$ cat src/rtl/switch_pkg.sv
// Shared switch definitions: word field positions, default FIFO geometry and queue count.
package switch_pkg;

  localparam int CLASS_MSB = 11;
  localparam int CLASS_LSB = 10;
  localparam int DEST_MSB  = 9;
  localparam int DEST_LSB  = 8;
  localparam int DATA_MSB  = 7;
  localparam int DATA_LSB  = 0;

  localparam int DEFAULT_WORD_SIZE = 12;
  localparam int DEFAULT_MEM_SIZE  = 8;
  localparam int DEFAULT_PTR       = 3;

  localparam int N_FIFOS = 9;

  typedef struct packed {
    logic [CLASS_MSB-CLASS_LSB:0] cls;
    logic [DEST_MSB-DEST_LSB:0]   dest;
    logic [DATA_MSB-DATA_LSB:0]   data;
  } switch_word_t;

endpackage

$ cat src/rtl/mem_2p.sv
// Two-port register array: synchronous write, registered synchronous read.
module mem_2p #(
  parameter int WORD_SIZE = 12,
  parameter int MEM_SIZE  = 8,
  localparam int AW       = $clog2(MEM_SIZE)
) (
  input  logic                 clk,
  input  logic                 reset,
  input  logic                 we,
  input  logic [AW-1:0]        waddr,
  input  logic [WORD_SIZE-1:0] wdata,
  input  logic                 re,
  input  logic [AW-1:0]        raddr,
  output logic [WORD_SIZE-1:0] rdata
);

  logic [WORD_SIZE-1:0] mem [MEM_SIZE];

  // NOTE: the storage array has no reset; only the read register is cleared,
  // so the array can map onto plain registers or RAM without a clear path.
  always_ff @(posedge clk) begin
    if (we) mem[waddr] <= wdata;
  end

  // NOTE: sequential state uses non-blocking assignments so every register
  // samples pre-edge values regardless of process ordering.
  always_ff @(posedge clk) begin
    if (!reset)  rdata <= '0;
    else if (re) rdata <= mem[raddr];
  end

endmodule

$ cat src/rtl/fifo_umbrales.sv
// Single-clock switch-word FIFO with programmable almost-full / almost-empty flags.
module fifo_umbrales
  import switch_pkg::*;
#(
  parameter int WORD_SIZE = DEFAULT_WORD_SIZE,
  parameter int MEM_SIZE  = DEFAULT_MEM_SIZE,
  parameter int PTR       = DEFAULT_PTR
) (
  input  logic                 clk,
  input  logic                 reset,
  input  logic                 push,
  input  logic [WORD_SIZE-1:0] data_in,
  input  logic                 pop,
  input  logic [PTR-1:0]       full_threshold,
  input  logic [PTR-1:0]       empty_threshold,
  output logic [WORD_SIZE-1:0] data_out,
  output logic                 valid_out,
  output logic [PTR:0]         count,
  output logic                 full,
  output logic                 empty,
  output logic                 almost_full,
  output logic                 almost_empty,
  output logic                 error
);

  localparam logic [PTR:0] DEPTH = (PTR+1)'(MEM_SIZE);

  logic [PTR-1:0] wr_ptr, rd_ptr;
  logic           do_push, do_pop;
  logic [PTR:0]   full_level;
  logic [PTR:0]   count_next;

  assign do_push = push && !full;
  assign do_pop  = pop && !empty;

  // NOTE: every always_comb output gets a default first so no path can
  // leave it unassigned and infer a latch.
  always_comb begin
    count_next = count;
    if (do_push && !do_pop)      count_next = count + 1'b1;
    else if (do_pop && !do_push) count_next = count - 1'b1;
  end

  always_ff @(posedge clk) begin
    if (!reset) begin
      wr_ptr    <= '0;
      rd_ptr    <= '0;
      count     <= '0;
      valid_out <= 1'b0;
      error     <= 1'b0;
    end else begin
      if (do_push) wr_ptr <= wr_ptr + 1'b1;
      if (do_pop)  rd_ptr <= rd_ptr + 1'b1;
      count     <= count_next;
      valid_out <= do_pop;
      error     <= (push && full) || (pop && empty);
    end
  end

  mem_2p #(
    .WORD_SIZE (WORD_SIZE),
    .MEM_SIZE  (MEM_SIZE)
  ) u_mem (
    .clk   (clk),
    .reset (reset),
    .we    (do_push),
    .waddr (wr_ptr),
    .wdata (data_in),
    .re    (do_pop),
    .raddr (rd_ptr),
    .rdata (data_out)
  );

  // A zero full threshold means "the whole depth", so almost_full then tracks full.
  assign full_level   = (full_threshold == '0) ? DEPTH : {1'b0, full_threshold};
  assign full         = (count == DEPTH);
  assign empty        = (count == '0);
  assign almost_full  = (count >= full_level);
  assign almost_empty = (count <= {1'b0, empty_threshold});

endmodule

$ cat config.mk
export PLATFORM = sky130hd
export DESIGN_NAME = fifo_umbrales
export DESIGN_NICKNAME = d
export VERILOG_FILES = /design/src/rtl/switch_pkg.sv /design/src/rtl/mem_2p.sv /design/src/rtl/fifo_umbrales.sv
export SDC_FILE = /design/constraint.sdc
export NUM_CORES = 1
export LEC_CHECK = 0
export CAP_MARGIN = 20
export CELL_PAD_IN_SITES_DETAIL_PLACEMENT = 0
export CELL_PAD_IN_SITES_GLOBAL_PLACEMENT = 1
export CORE_MARGIN = 4
export CORE_UTILIZATION = 25
export DETAILED_ROUTE_END_ITERATION = 16
export GPL_TIMING_DRIVEN = 0
export PLACE_DENSITY_LB_ADDON = 0.1
export REMOVE_ABC_BUFFERS = 1
export SLEW_MARGIN = 0
export SYNTH_ARGS = -nofsm -noshare
export SYNTH_HDL_FRONTEND = slang
export SYNTH_SLANG_ARGS = --single-unit
$ cat constraint.sdc
create_clock -name clk -period 2.5 [get_ports clk]
set_input_delay 0.75 -clock clk [delete_from_list [all_inputs] [get_ports clk]]
set_output_delay 0.75 -clock clk [all_outputs]
set_load 0.02 [all_outputs]
==> metrics, run 1 <==
status=finished, violations left; failing checks=negative setup slack; die height=147 um; first-pass GRT wire length=17300 um; Seq pwr share=34.2%; syn_area_per_cell=17.2 um^2; max-cap violations=0; diode count=0; Psw=0.00219 W; Die Footprint=0.0215 mm^2; io pins=44; final instance area=0.00659 mm^2; Overflow after GRT=0; GR Util met1=15.1%; cell count of the worst reg-to-reg path=11; kind of start point of the critical path=input port; switching portion of total power=28.3%; min setup slack post-route=-0.0459 ns; Setup crit end kind=primary output; Skew-Pair Late Insertion Delay=0.41 ns; post-synthesis cell area=0.00481 mm^2; vias post-DR=2633; Seq. cell area=0.00338 mm^2; worst-margin pin slew=0.739 ns; Final Max Tran Viols=0; power density cells=1170 mW/mm^2; synth unique cells=36; post-synthesis sequential area ratio=70.0%; Hold WC Path Type=register to register; proportion of layout cells with a drive suffix above 1=33.1%; max_slew headroom=50.5%; vias in the first global route=2817; Max Clk Rate=0.393 GHz; Max H-tree Level=4; crit-path max cell delay=0.37 ns; pin count of the biggest net entering global routing=26; CTS Buffer Depth=2; CTS Sinks=120; Num CTS Buffers=17; worst-path cell chain=buf_6 > or3_1 > ha_1 > a21o_1 > buf_6; Final setup viols=1; Initial Util=25.5%; Post-Syn Instances=280; Hold Crit Depth=2; initial antenna violation count=0; CTS tree=yes; Post-synth EDFFs=96; clock transition at the registers of the reported paths=0.05 ns; Final #Nets=391; crit path time final=2.55 ns; unrepaired setup endpoints after global routing=yes; root buf cell=clkbuf_16; Hold WS=0.514 ns; internal power=0.00553 W; synthesis-to-finish area growth=37.1%; Worst Path Required=1.75 ns; Setup Crit Path Kind=input port to primary output; P_leak=2.26 nW; power share of the combinational group=30.1%; Yosys reg bits=120; Final period util=102%; TNS Setup=-0.0459 ns; largest cells by area after synthesis=edfxtp_1, mux4_2, dfxtp_1; share of flip-flops with an asynchronous set or reset=0%; DR DRC count=0; Routed wire per std cell=17.9 um; most used cell, CP=buf_6; grt peak-use layer=met2; Final GP Congestion=0.641; Hold Vio Cnt, Final=0; routing usage on met3=3.01%; Avg Vias per Cell=4.19; Max VDD drop=0.000538 V; most frequent cell after synthesis=edfxtp_1; Detailed Route Iter0 Violations=94; area share of the largest cell type after synthesis=60.0%; Setup Skew=0.00469 ns; global-route track usage on met2=17.0%; Die Span X=147 um; total track usage=11.1%; Detailed Place HPWL=7330 um; Detail Route Antenna Nets=0; ys flop type=edfxtp_1; row count=50; worst-path fanout max=2; cell taking the most area after synthesis=edfxtp_1; slowest CP cell=or3_1; Fill cells=1811; Area after DPL=0.00568 mm^2; clock network power share=35.7%; routed wire length=11300 um; DRT Pass-1 Iters=4; post-cts hold buffer count=0; core area=0.0188 mm^2; Port Buffer Count=43; area of the multi-input gates=0.00145 mm^2; Synth Warn #=0; critical path arrival=1.80 ns; top cells by instance count after synthesis=edfxtp_1, dfxtp_1, mux4_2, nor2_1, o21ai_0
-- per-stage QoR --
| step | setup WS, ns | std cells | utilization (%) | power (W) |
|---|---|---|---|---|
| floorplan | -0.0897 | 265 | - | 0.00381 |
| global placement | -2.01 | 568 | 29.0 | 0.00458 |
| detailed placement | -0.903 | 580 | 30.1 | 0.00473 |
| CTS | -0.0663 | 618 | 34.5 | 0.00771 |
| global route | -0.0806 | 629 | 35.0 | 0.00815 |
| finish | -0.0459 | 629 | 35.0 | 0.00772 |
-- worst paths after layout --
kind	from	to	slack, ns
setup / recovery	full_threshold[1]	almost_full	-0.05
setup reg to reg	count[3]	count[3]	0.12
hold / removal	u_mem.rdata[1]	u_mem.rdata[1]	0.51
hold reg to reg	u_mem.rdata[1]	u_mem.rdata[1]	0.51
-- logic make-up after synthesis --
family                     count (synthesis)  synth area share (%)
buffers and inverters                     24                  2.81
muxes                                     28                  12.1
adders and majority gates                 13                  3.54
and+or+nand+nor                           54                  6.12
DFF                                      120                  70.0
xor gates and xnor gates                   6                  1.09
AOI/OAI and AO/OA                         35                  4.37
-- layout by cell type (no fill, tap or decap), drive strengths merged, types with 2 or more instances in the layout --
cell type and count:
inv 9, dlygate4sd2 3, clkinvlp 3, buf 36, xnor2 5, o21ai 14, nand3 3, mux2i 3
o22ai 12, clkbuf 18, nor3 4, bufinv 6, and2 7, nor2b 3, ha 12, mux4 24
edfxtp 96, dfxtp 24, clkdlybuf4s50 33, a21o 3, nor4 3, nor2 16, clkinv 5, a21oi 2
nand2 10, nand2b 6
-- critical path: cells and delay by family --
family                     cells  cell delay (ns)
buffers and inverters          2             0.22
adders and majority gates      1             0.27
AOI/OAI and AO/OA              1             0.18
and+or+nand+nor                1             0.37
-- sequential cells by signal, indices dropped and copies added, names as in the netlist --
register     cells
count            4
error            1
rd_ptr           3
u_mem.mem       96
u_mem.rdata     12
valid_out        1
wr_ptr           3
-- final cells by class --
class / count / area share, %
Tap cell: 260 / 4.94
Clock inverter: 14 / 3.46
Sequential cell: 120 / 51.3
Multi-Input combinational cell: 136 / 22.0
Timing Repair Buffer: 72 / 11.1
Inverter: 9 / 0.551
Clock buffer: 18 / 6.67
-- power groups by stage --
stage | logic (W) | clock network (W) | registers [W]
after floorplan | 0.00102 | 0 | 0.00279
after detailed placement | 0.00204 | 0 | 0.00268
after global routing | 0.00255 | 0.00291 | 0.00268
after global placement | 0.00180 | 0 | 0.00278
final | 0.00232 | 0.00276 | 0.00264
after CTS | 0.00223 | 0.00282 | 0.00266
-- layer usage --
metal	share of wire [%]	vias up
met5	0	-
met2	47	46
met1	48	1335
met3	3.7	8
met4	1.0	0
li1	-	1244
-- timing repair --
| action | CTS | global route |
|---|---|---|
| pin swaps | 8 | 5 |
| setup buffers | 6 | 10 |
| setup endpoints to repair | 14 | 4 |
| gates resized for setup | 60 | 5 |
| gates cloned | 0 | 0 |
Note: power is estimated with default switching activity, not from simulation.
==> run 2: changes to the inputs <==
--- a/config.mk
+++ b/config.mk
@@ -10,6 +10,7 @@
 export CELL_PAD_IN_SITES_GLOBAL_PLACEMENT = 1
 export CORE_MARGIN = 4
 export CORE_UTILIZATION = 25
+export CTS_BUF_LIST = sky130_fd_sc_hd__clkbuf_8
 export DETAILED_ROUTE_END_ITERATION = 16
 export GPL_TIMING_DRIVEN = 0
 export PLACE_DENSITY_LB_ADDON = 0.1
==> run 2 against run 1 <==
  * Final cell count shrank 0.95%
  * Critical endpoint unchanged
  * Wire length shrank 0.74%
  * The run still ends with negative setup slack left
  * Largest cell class unchanged
  * Worst setup slack lost 0.013 ns
  * Fmax shrank 0.49%
  * Core utilization shrank 1.3 points
  * Count of clock-buffer cells in the layout is the same
  * First-iteration DRC count grew 28%
  * Clock skew grew 0.0029 ns
  * Combinational power shrank 2%
  * Highest routed layer unchanged
  * Design area shrank 3.6%
  * Global-route usage is essentially flat
  * Worst hold slack gained 0.0032 ns
==> metrics, run 2 (synthesis gave the netlist of run 1 again) <==
failing checks=negative setup slack; Detail Route Antenna Nets=0 (unchanged); max_slew headroom=51.7% (+1.2 points); P_leak=2.14 nW (-5.5%); first-pass GRT wire length=17300 um (about the same); status=finished, violations left; Routed wire per std cell=17.9 um (+0.22%); Die Footprint=0.0215 mm^2 (unchanged); Detailed Route Iter0 Violations=120 (+28%); CP bufs+invs=2 (unchanged); most common cell after layout, fill and taps aside=edfxtp_1; Avg Vias per Cell=4.19 (about the same); Final Max Tran Viols=0 (unchanged); Seq. cell area=0.00337 mm^2 (-0.15%); routed wire length=11200 um (-0.74%); synthesis-to-finish area growth=32.1%; kind of start point of the critical path=input port; Max H-tree Level=4 (unchanged); Setup Crit Path Kind=input port to primary output; initial antenna violation count=0 (unchanged); CTS Buffer Depth=2 (unchanged); CTS Sinks=120 (unchanged); fin util=33.7% (-1.3 points); Overflow after GRT=0 (unchanged); Fill cells=1821 (+0.55%); row count=50 (unchanged); Max Clk Rate=0.391 GHz (-0.49%); area of the multi-input gates=0.00146 mm^2 (+0.17%); core area=0.0188 mm^2 (unchanged); Crit path max-delay family=compound AO/OA/AOI/OAI gates; CTS tree=yes; Port Buffer Count=43 (unchanged); register name with the most flops=u_mem.mem; Initial Util=25.5% (unchanged); io pins=44 (unchanged); Die Span X=147 um (unchanged); reg2reg start=count[0]; Final #Nets=385 (-1.5%); worst-margin pin slew=0.721 ns (-0.0182 ns); Hold WC Path Type=register to register; crit path time final=2.56 ns (+0.0126 ns); vias in the first global route=2813 (-0.14%); proportion of layout cells with a drive suffix above 1=32.5% (-0.56 points); die height=147 um (unchanged); biggest regs=u_mem.mem: 96 flops, u_mem.rdata: 12 flops, count: 4 flops; Setup crit end kind=primary output; worst-path fanout max=2 (unchanged); Final setup viols=1 (unchanged); unrepaired setup endpoints after global routing=yes; diode count=0 (unchanged); Final GP Congestion=0.641 (unchanged); worst-path cell chain=buf_6 > ha_4 > nand2b_4 > a21o_1 > a21o_1 > a21o_1 > buf_6; total track usage=11.1% (-0.040 points); Setup Skew=0.00762 ns (+0.00293 ns); Worst Path Required=1.75 ns (about the same); post-cts hold buffer count=0 (unchanged); Max VDD drop=0.000365 V (-32%); vias post-DR=2609 (-0.91%); most used cell, CP=a21o_1; HP Start=u_mem.rdata[3]; max reg flops=96 (unchanged); Detailed Place HPWL=7330 um (unchanged); critical path arrival=1.81 ns (about the same); max-cap violations=0 (unchanged); Final period util=102% (+0.50 points); commonest cells after routing, fill and taps aside=edfxtp_1, clkdlybuf4s50_1, mux4_2, dfxtp_1, clkbuf_8; clock transition at the registers of the reported paths=0.07 ns (+0.02 ns); root buf cell=clkbuf_8; DRT Pass-1 Iters=4 (unchanged); power density cells=1100 mW/mm^2 (-5.9%); crit path launch=full_threshold[0]; Num CTS Buffers=17 (unchanged); crit-path max cell delay=0.22 ns (-0.15 ns); slowest CP cell=ha_4; Hold WS=0.517 ns (+0.00317 ns); pin count of the biggest net entering global routing=26 (unchanged); Skew-Pair Late Insertion Delay=0.42 ns (about the same); DR DRC count=0 (unchanged); Hold Vio Cnt, Final=0 (unchanged); min setup slack post-route=-0.0584 ns (-0.0126 ns)
==> run 2: per-stage QoR <==
stage / setup WS (ns) / power [W] / std cells / cell area, um^2 / TNS (ns)
after floorplan: -0.0897 / 0.00381 / 265 / 4710 / -0.174
after global placement: -2.01 / 0.00458 / 568 / 5460 / -135.91
after detailed placement: -0.903 / 0.00473 / 580 / 5680 / -16.00
after CTS: -0.0996 / 0.00704 / 620 / 6290 / -0.106
after global routing: -0.103 / 0.00743 / 623 / 6350 / -0.170
final: -0.0584 / 0.00700 / 623 / 6350 / -0.0584
==> run 2: cell type report <==
class                      count  area share [%]
clock buffer                  18            3.90
clock inverter                14            3.58
inverter                       9           0.611
multi-input combinational    136            22.9
sequential                   120            53.1
tap                          260            5.12
timing repair buffer          66            10.8
==> run 2: power breakdown <==
part	switching (W)	total (W)	internal, W
combinational	0.00107	0.00228	0.00121
sequential	0.000239	0.00264	0.00240
clock	0.000785	0.00209	0.00130
total	0.00209	0.00700	0.00491
==> run 2: tightest hold or removal path, stage by stage, from the launching register on <==
cell,delay (ns)
dfxtp_1,0.33
o21ai_0,0.08
nor2_1,0.07
==> run 2: final timing paths <==
check                                      end  slack (ns)  cells after the start
worst max register to register        count[2]        0.07                     11
worst min register to register  u_mem.rdata[3]        0.52                      2
worst min-delay path            u_mem.rdata[3]        0.52                      2
worst max-delay path               almost_full       -0.06                      7
==> run 2: metal layers <==
layer | track usage, % | part of all wire, % | vias to the layer above
li1 | - | - | 1229
met3 | 3.38 | 2.8 | 5
met5 | 0 | 0 | -
met1 | 15.1 | 49 | 1341
met2 | 17.1 | 47 | 34
met4 | 3.25 | 0.84 | 0
==> run 2: what timing repair did <==
item,4_1_cts,5_1_grt
buffers inserted,8,2
resized for setup,56,11
cloned,0,0
endpoints found under the setup margin,15,4
pin swaps,13,10
==> run 3: changes to the inputs <==
--- a/config.mk
+++ b/config.mk
@@ -11,6 +11,7 @@
 export CORE_MARGIN = 4
 export CORE_UTILIZATION = 25
 export CTS_BUF_LIST = sky130_fd_sc_hd__clkbuf_8
+export CTS_CLUSTER_DIAMETER = 80
 export DETAILED_ROUTE_END_ITERATION = 16
 export GPL_TIMING_DRIVEN = 0
 export PLACE_DENSITY_LB_ADDON = 0.1
==> results of run 3 <==
Final layout, timing and power as in run 2 (identical DEF).
